$ cat src/rtl/shift_arbiter.sv
// ---------------------------------------------------------------------------
// shift_arbiter
//   Two requesters (A, B) share a single 32-bit shift unit. A round-robin
//   arbiter accepts one request at a time in IDLE. The request is shifted in
//   SHIFT and then presented in RESP until the consumer takes it.
//
//   Ports
//     clock, reset             sole clock; synchronous active-high reset
//     req_a_valid/_data/_shamt/_op, req_a_ready
//                              requester A handshake and operands
//                              (op: 0 = SLL, 1 = SRA)
//     req_b_*                  requester B, same meaning as req_a_*
//     resp_valid/_result/_id, resp_ready
//                              result handshake (id: 0 = A, 1 = B)
//     busy                     high whenever the FSM is not in IDLE
// ---------------------------------------------------------------------------
module shift_arbiter (
  input  logic        clock,
  input  logic        reset,

  input  logic        req_a_valid,
  input  logic [31:0] req_a_data,
  input  logic [4:0]  req_a_shamt,
  input  logic        req_a_op,
  output logic        req_a_ready,

  input  logic        req_b_valid,
  input  logic [31:0] req_b_data,
  input  logic [4:0]  req_b_shamt,
  input  logic        req_b_op,
  output logic        req_b_ready,

  output logic        resp_valid,
  output logic [31:0] resp_result,
  output logic        resp_id,
  input  logic        resp_ready,

  output logic        busy
);

  typedef enum logic [1:0] {
    ST_IDLE  = 2'd0,
    ST_SHIFT = 2'd1,
    ST_RESP  = 2'd2
  } state_t;

  state_t r_state;
  state_t w_next_state;

  // 1 = B was granted last, so A wins the next contention.
  logic        r_last_b;

  // Captured request.
  logic [31:0] r_data;
  logic [4:0]  r_shamt;
  logic        r_op;
  logic        r_id;

  // Registered response.
  logic [31:0] r_result;
  logic        r_resp_id;

  logic        w_grant_a;
  logic        w_grant_b;
  logic        w_accept;
  logic [31:0] w_sll;
  logic signed [31:0] w_sra;
  logic [31:0] w_shift_result;

  // -------------------------------------------------------------------------
  // Arbitration. Grants are only possible in IDLE and never while reset is
  // high, so reset automatically beats any simultaneous transfer.
  // -------------------------------------------------------------------------
  always_comb begin
    // NOTE: every signal assigned in a combinational block gets a default
    // first; a path that leaves one unassigned would infer a latch.
    w_grant_a = 1'b0;
    w_grant_b = 1'b0;
    if (r_state == ST_IDLE && !reset) begin
      if (req_a_valid && req_b_valid) begin
        w_grant_a = r_last_b;
        w_grant_b = !r_last_b;
      end else begin
        w_grant_a = req_a_valid;
        w_grant_b = req_b_valid;
      end
    end
  end

  assign w_accept = (req_a_valid && w_grant_a) || (req_b_valid && w_grant_b);

  // -------------------------------------------------------------------------
  // FSM: state register
  // -------------------------------------------------------------------------
  always_ff @(posedge clock) begin
    // NOTE: sequential state uses non-blocking assignments so every register
    // samples the pre-edge values regardless of statement order.
    if (reset) begin
      r_state <= ST_IDLE;
    end else begin
      r_state <= w_next_state;
    end
  end

  // -------------------------------------------------------------------------
  // FSM: next-state logic
  // -------------------------------------------------------------------------
  always_comb begin
    w_next_state = r_state;
    case (r_state)
      ST_IDLE:  if (w_accept)   w_next_state = ST_SHIFT;
      ST_SHIFT:                 w_next_state = ST_RESP;
      ST_RESP:  if (resp_ready) w_next_state = ST_IDLE;
      default:                  w_next_state = ST_IDLE;
    endcase
  end

  // -------------------------------------------------------------------------
  // FSM: outputs
  // -------------------------------------------------------------------------
  always_comb begin
    req_a_ready = w_grant_a;
    req_b_ready = w_grant_b;
    resp_valid  = (r_state == ST_RESP);
    busy        = (r_state != ST_IDLE);
    resp_result = r_result;
    resp_id     = r_resp_id;
  end

  // -------------------------------------------------------------------------
  // Round-robin pointer: moves only on an accepted transfer.
  // -------------------------------------------------------------------------
  always_ff @(posedge clock) begin
    if (reset) begin
      r_last_b <= 1'b1;
    end else if (w_accept) begin
      r_last_b <= w_grant_b;
    end
  end

  // -------------------------------------------------------------------------
  // Request capture.
  // -------------------------------------------------------------------------
  always_ff @(posedge clock) begin
    // NOTE: operand registers carry no reset; they are always written on
    // accept before SHIFT reads them, so their power-up value never escapes.
    if (w_accept) begin
      r_data  <= w_grant_b ? req_b_data  : req_a_data;
      r_shamt <= w_grant_b ? req_b_shamt : req_a_shamt;
      r_op    <= w_grant_b ? req_b_op    : req_a_op;
      r_id    <= w_grant_b;
    end
  end

  // -------------------------------------------------------------------------
  // Shared shift unit on the captured operands. The arithmetic shift keeps
  // the operand signed so bit 31 fills the vacated upper bits.
  // -------------------------------------------------------------------------
  assign w_sll          = r_data << r_shamt;
  assign w_sra          = $signed(r_data) >>> r_shamt;
  assign w_shift_result = r_op ? $unsigned(w_sra) : w_sll;

  // Result registered at the end of SHIFT and held through RESP.
  always_ff @(posedge clock) begin
    if (reset) begin
      r_result  <= 32'h0;
      r_resp_id <= 1'b0;
    end else if (r_state == ST_SHIFT) begin
      r_result  <= w_shift_result;
      r_resp_id <= r_id;
    end
  end

endmodule
$ cat config.mk
export PLATFORM = sky130hd
export DESIGN_NAME = shift_arbiter
export DESIGN_NICKNAME = d
export VERILOG_FILES = /design/src/rtl/shift_arbiter.sv
export SDC_FILE = /design/constraint.sdc
export NUM_CORES = 1
export LEC_CHECK = 0
export CAP_MARGIN = 20
export CORE_ASPECT_RATIO = 0.8
export CORE_MARGIN = 3
export CORE_UTILIZATION = 55
export DETAILED_ROUTE_END_ITERATION = 8
export HOLD_SLACK_MARGIN = 0.1
export MAX_ROUTING_LAYER = met4
export PLACE_DENSITY = 0.77
export SETUP_SLACK_MARGIN = 0.3
export SYNTH_ARGS = -nofsm -noshare
export SYNTH_HDL_FRONTEND = slang
export SYNTH_SLANG_ARGS = --single-unit
$ cat constraint.sdc
create_clock -name clock -period 3.9 [get_ports clock]
set_input_delay 0.78 -clock clock [delete_from_list [all_inputs] [get_ports clock]]
set_output_delay 0.78 -clock clock [all_outputs]
set_load 0.02 [all_outputs]
==> results.yml <==
power:
  irDropWorstVdd_mv: 0.273
  power_leakage_nw: 3.28
  power_density_nw_per_um2: 337
logic_synthesis:
  yosys_most_used_dff: "edfxtp_1"
  synth_compound_area_frac: 0.182
  ys_top_cells_by_area: "mux4_2 (18%), edfxtp_1 (15%), mux2_2 (10%), dfxtp_1 (9.5%), mux2i_1 (8.0%)"
  synth_top_family_by_area: "multiplexers"
  synthSimpleGateAreaFrac: 0.141
  synth_xor_area_frac: 0
  synth_fp_nets: 870
  async_flop_share: 0
  yosysSeqAreaShare: 0.248
  syn_avg_cell_area_sq_um: 9.66
  syn_area_sq_um: 7620
  ys_types: 68
  synth-seq-cells: 75
  synth_fa_ha_area_frac: 0
  netlist.area_leader.share: 0.180
  synth_top_area_cell: "mux4_2"
  yosys_warnings: 0
  syn_inst: 789
  muxShareOfSynthArea: 0.362
  synth_edf_count: 39
clock_tree:
  cts.repair.resized: 0
  postCtsSetupBuffers: 0
  ctsRootBufferMaster: "clkbuf_16"
  clock_latency_ns: 0.35
  clk_pin_slew_ns: 0.06
  h-tree-depth: 3
  holdBufCountCts: 0
  cts_sinks: 75
  cts_buffers: 9
  clk_path_buf_depth: 2
  cts_tree: "done"
routing:
  ant_nets: 0
  drc: 0
  drt-vias-per-instance: 7.68
  initialDrtViolationCount: 1510
  wire_per_inst_microns: 29.3
  drt_wl_total_microns: 30600
  drtPass1Iterations: 8
  vias: 8017
setup_path:
  crit_type: "input pin to output port"
  required_ns: 3.12
  critPathLaunchType: "input pin"
  cp_max_fo: 4
  cpMostUsedCell: "clkdlybuf4s50_1"
  cp_slowest_cell: "clkdlybuf4s50_1"
  slowest_delay_ns: 0.61
  r2r_cells: 8
  cp_cell_sequence: "clkdlybuf4s50_1 > nor2_1 > nand3_2 > inv_1 > clkdlybuf4s50_1"
  end_kind: "output port"
  critPathArrivalTime_ns: 2.28
place:
  io_buffers: 117
  dp_hpwl_microns: 21600
  gp_congestion: 1.08
  place_ws_ns: 0.796
layout:
  mostFrequentLayoutCells: "clkdlybuf4s50_1 (117), nor2_1 (73), nand2_1 (69), mux2_2 (69)"
  n_antenna_cell: 0
  area_delta_synth_final_pct: 20.9
  final_layout_size_suffix_gt1_frac: 0.222
  layout.nets: 945
  final_common_cell: "clkdlybuf4s50_1"
floorplan:
  initial_utilization: 0.578
  ios: 118
  die_area_sq_um: 15300
  die_h_microns: 111
  coreArea_sq_um: 13200
  die_w_microns: 138
  num_rows: 37
timing:
  setup_ws_ns: 0.839
  tns_ns: 0
  hold_viol: 0
  fmax_mhz: 327
  layout_min_cycle_time_ns: 3.06
  whs_ns: 0.480
  worst_pin_slew_ns: 1.04
  finalMaxSlewViolations: 0
  setup_viol: 0
  finalClockSkew_ns: 0.00561
  maxSlewHeadroom: 0.305
  rsz0062_at_grt: "no"
  min_period_over_period: 0.785
global_route:
  grt_max_degree: 82
  grt_pass1_vias: 7638
  grt_overflow: 0
  grt_pass1_wl_microns: 46400
  groute.usage.overall: 0.412
  antenna_found_initial: 0
status:
  status: "complete, no violations"
worst_hold_path:
  hp-class: "flip-flop to flip-flop"
  hold-path-cell-count: 2
run:
  drv_cap: 0
path summary, 6_finish.rpt:
kind                     end  slack (ns)  startpoint
max              req_b_ready        0.84       reset
min reg2reg          resp_id        0.48     resp_id
min                  resp_id        0.48     resp_id
max reg2reg  resp_result[15]        0.95  r_shamt[1]
synthesized netlist by cell type, drive strengths merged, types with 6 or more instances:
library cell  number
nor2              74
mux2              69
nand2             69
mux2i             61
mux4              61
clkbuf            50
buf               42
edfxtp            39
dfxtp             36
a21oi             25
o21ai             21
a31oi             17
nor3              16
nand3             15
nand2b            14
nor2b             14
a211oi            13
o211ai            12
o22ai             11
a22oi              9
a311oi             9
a221oi             8
inv                8
o31ai              7
or2                6
power breakdown:
part | internal, W | switching (W)
clock network | 0.000504 | 0.000380
registers | 0.000909 | 0.000129
logic | 0.000540 | 0.000647
total | 0.00195 | 0.00116
state kept, by name, indices dropped and copies added (netlist names):
signal       count
r_id             1
resp_result     32
r_data          32
r_last_b         1
r_shamt          5
resp_id          1
r_op             1
r_state          2
routing by layer:
layer / routed length (microns) / up-vias / track usage
met3: 4880 / 190 / 0.153
met5: 0 / - / -
met2: 12600 / 864 / 0.559
met1: 10900 / 3721 / 0.535
li1: - / 3242 / -
met4: 2210 / 0 / 0.212
area by class of cell:
class / count / area [sq um]
Sequential cell: 75 / 1890
Timing Repair Buffer: 156 / 1550
Clock inverter: 6 / 70.1
Clock buffer: 10 / 229
Fill cell: 1007 / 3980
Inverter: 9 / 33.8
Tap cell: 175 / 219
Multi-Input combinational cell: 613 / 5230
critical path, delay by kind of cell:
kind                   cells  cell delay, ns
and+or+nand+nor            2            0.36
buffers and inverters      3            1.14
cells by family after synthesis:
family | Yosys count
compound gates | 189
buf+inv | 101
flops | 75
mux | 191
simple gates | 233
metrics by stage:
stage                     area [sq um]  utilization  instances  power (W)
after global placement            8890        0.674       1027    0.00215
after detailed placement          8890        0.674       1027    0.00217
after floorplan                   7620            -        789    0.00174
final                             9220        0.699       1044    0.00311
after global routing              9220        0.699       1044    0.00319
after CTS                         9190        0.697       1043    0.00305
Note: power is estimated with default switching activity, not from simulation.
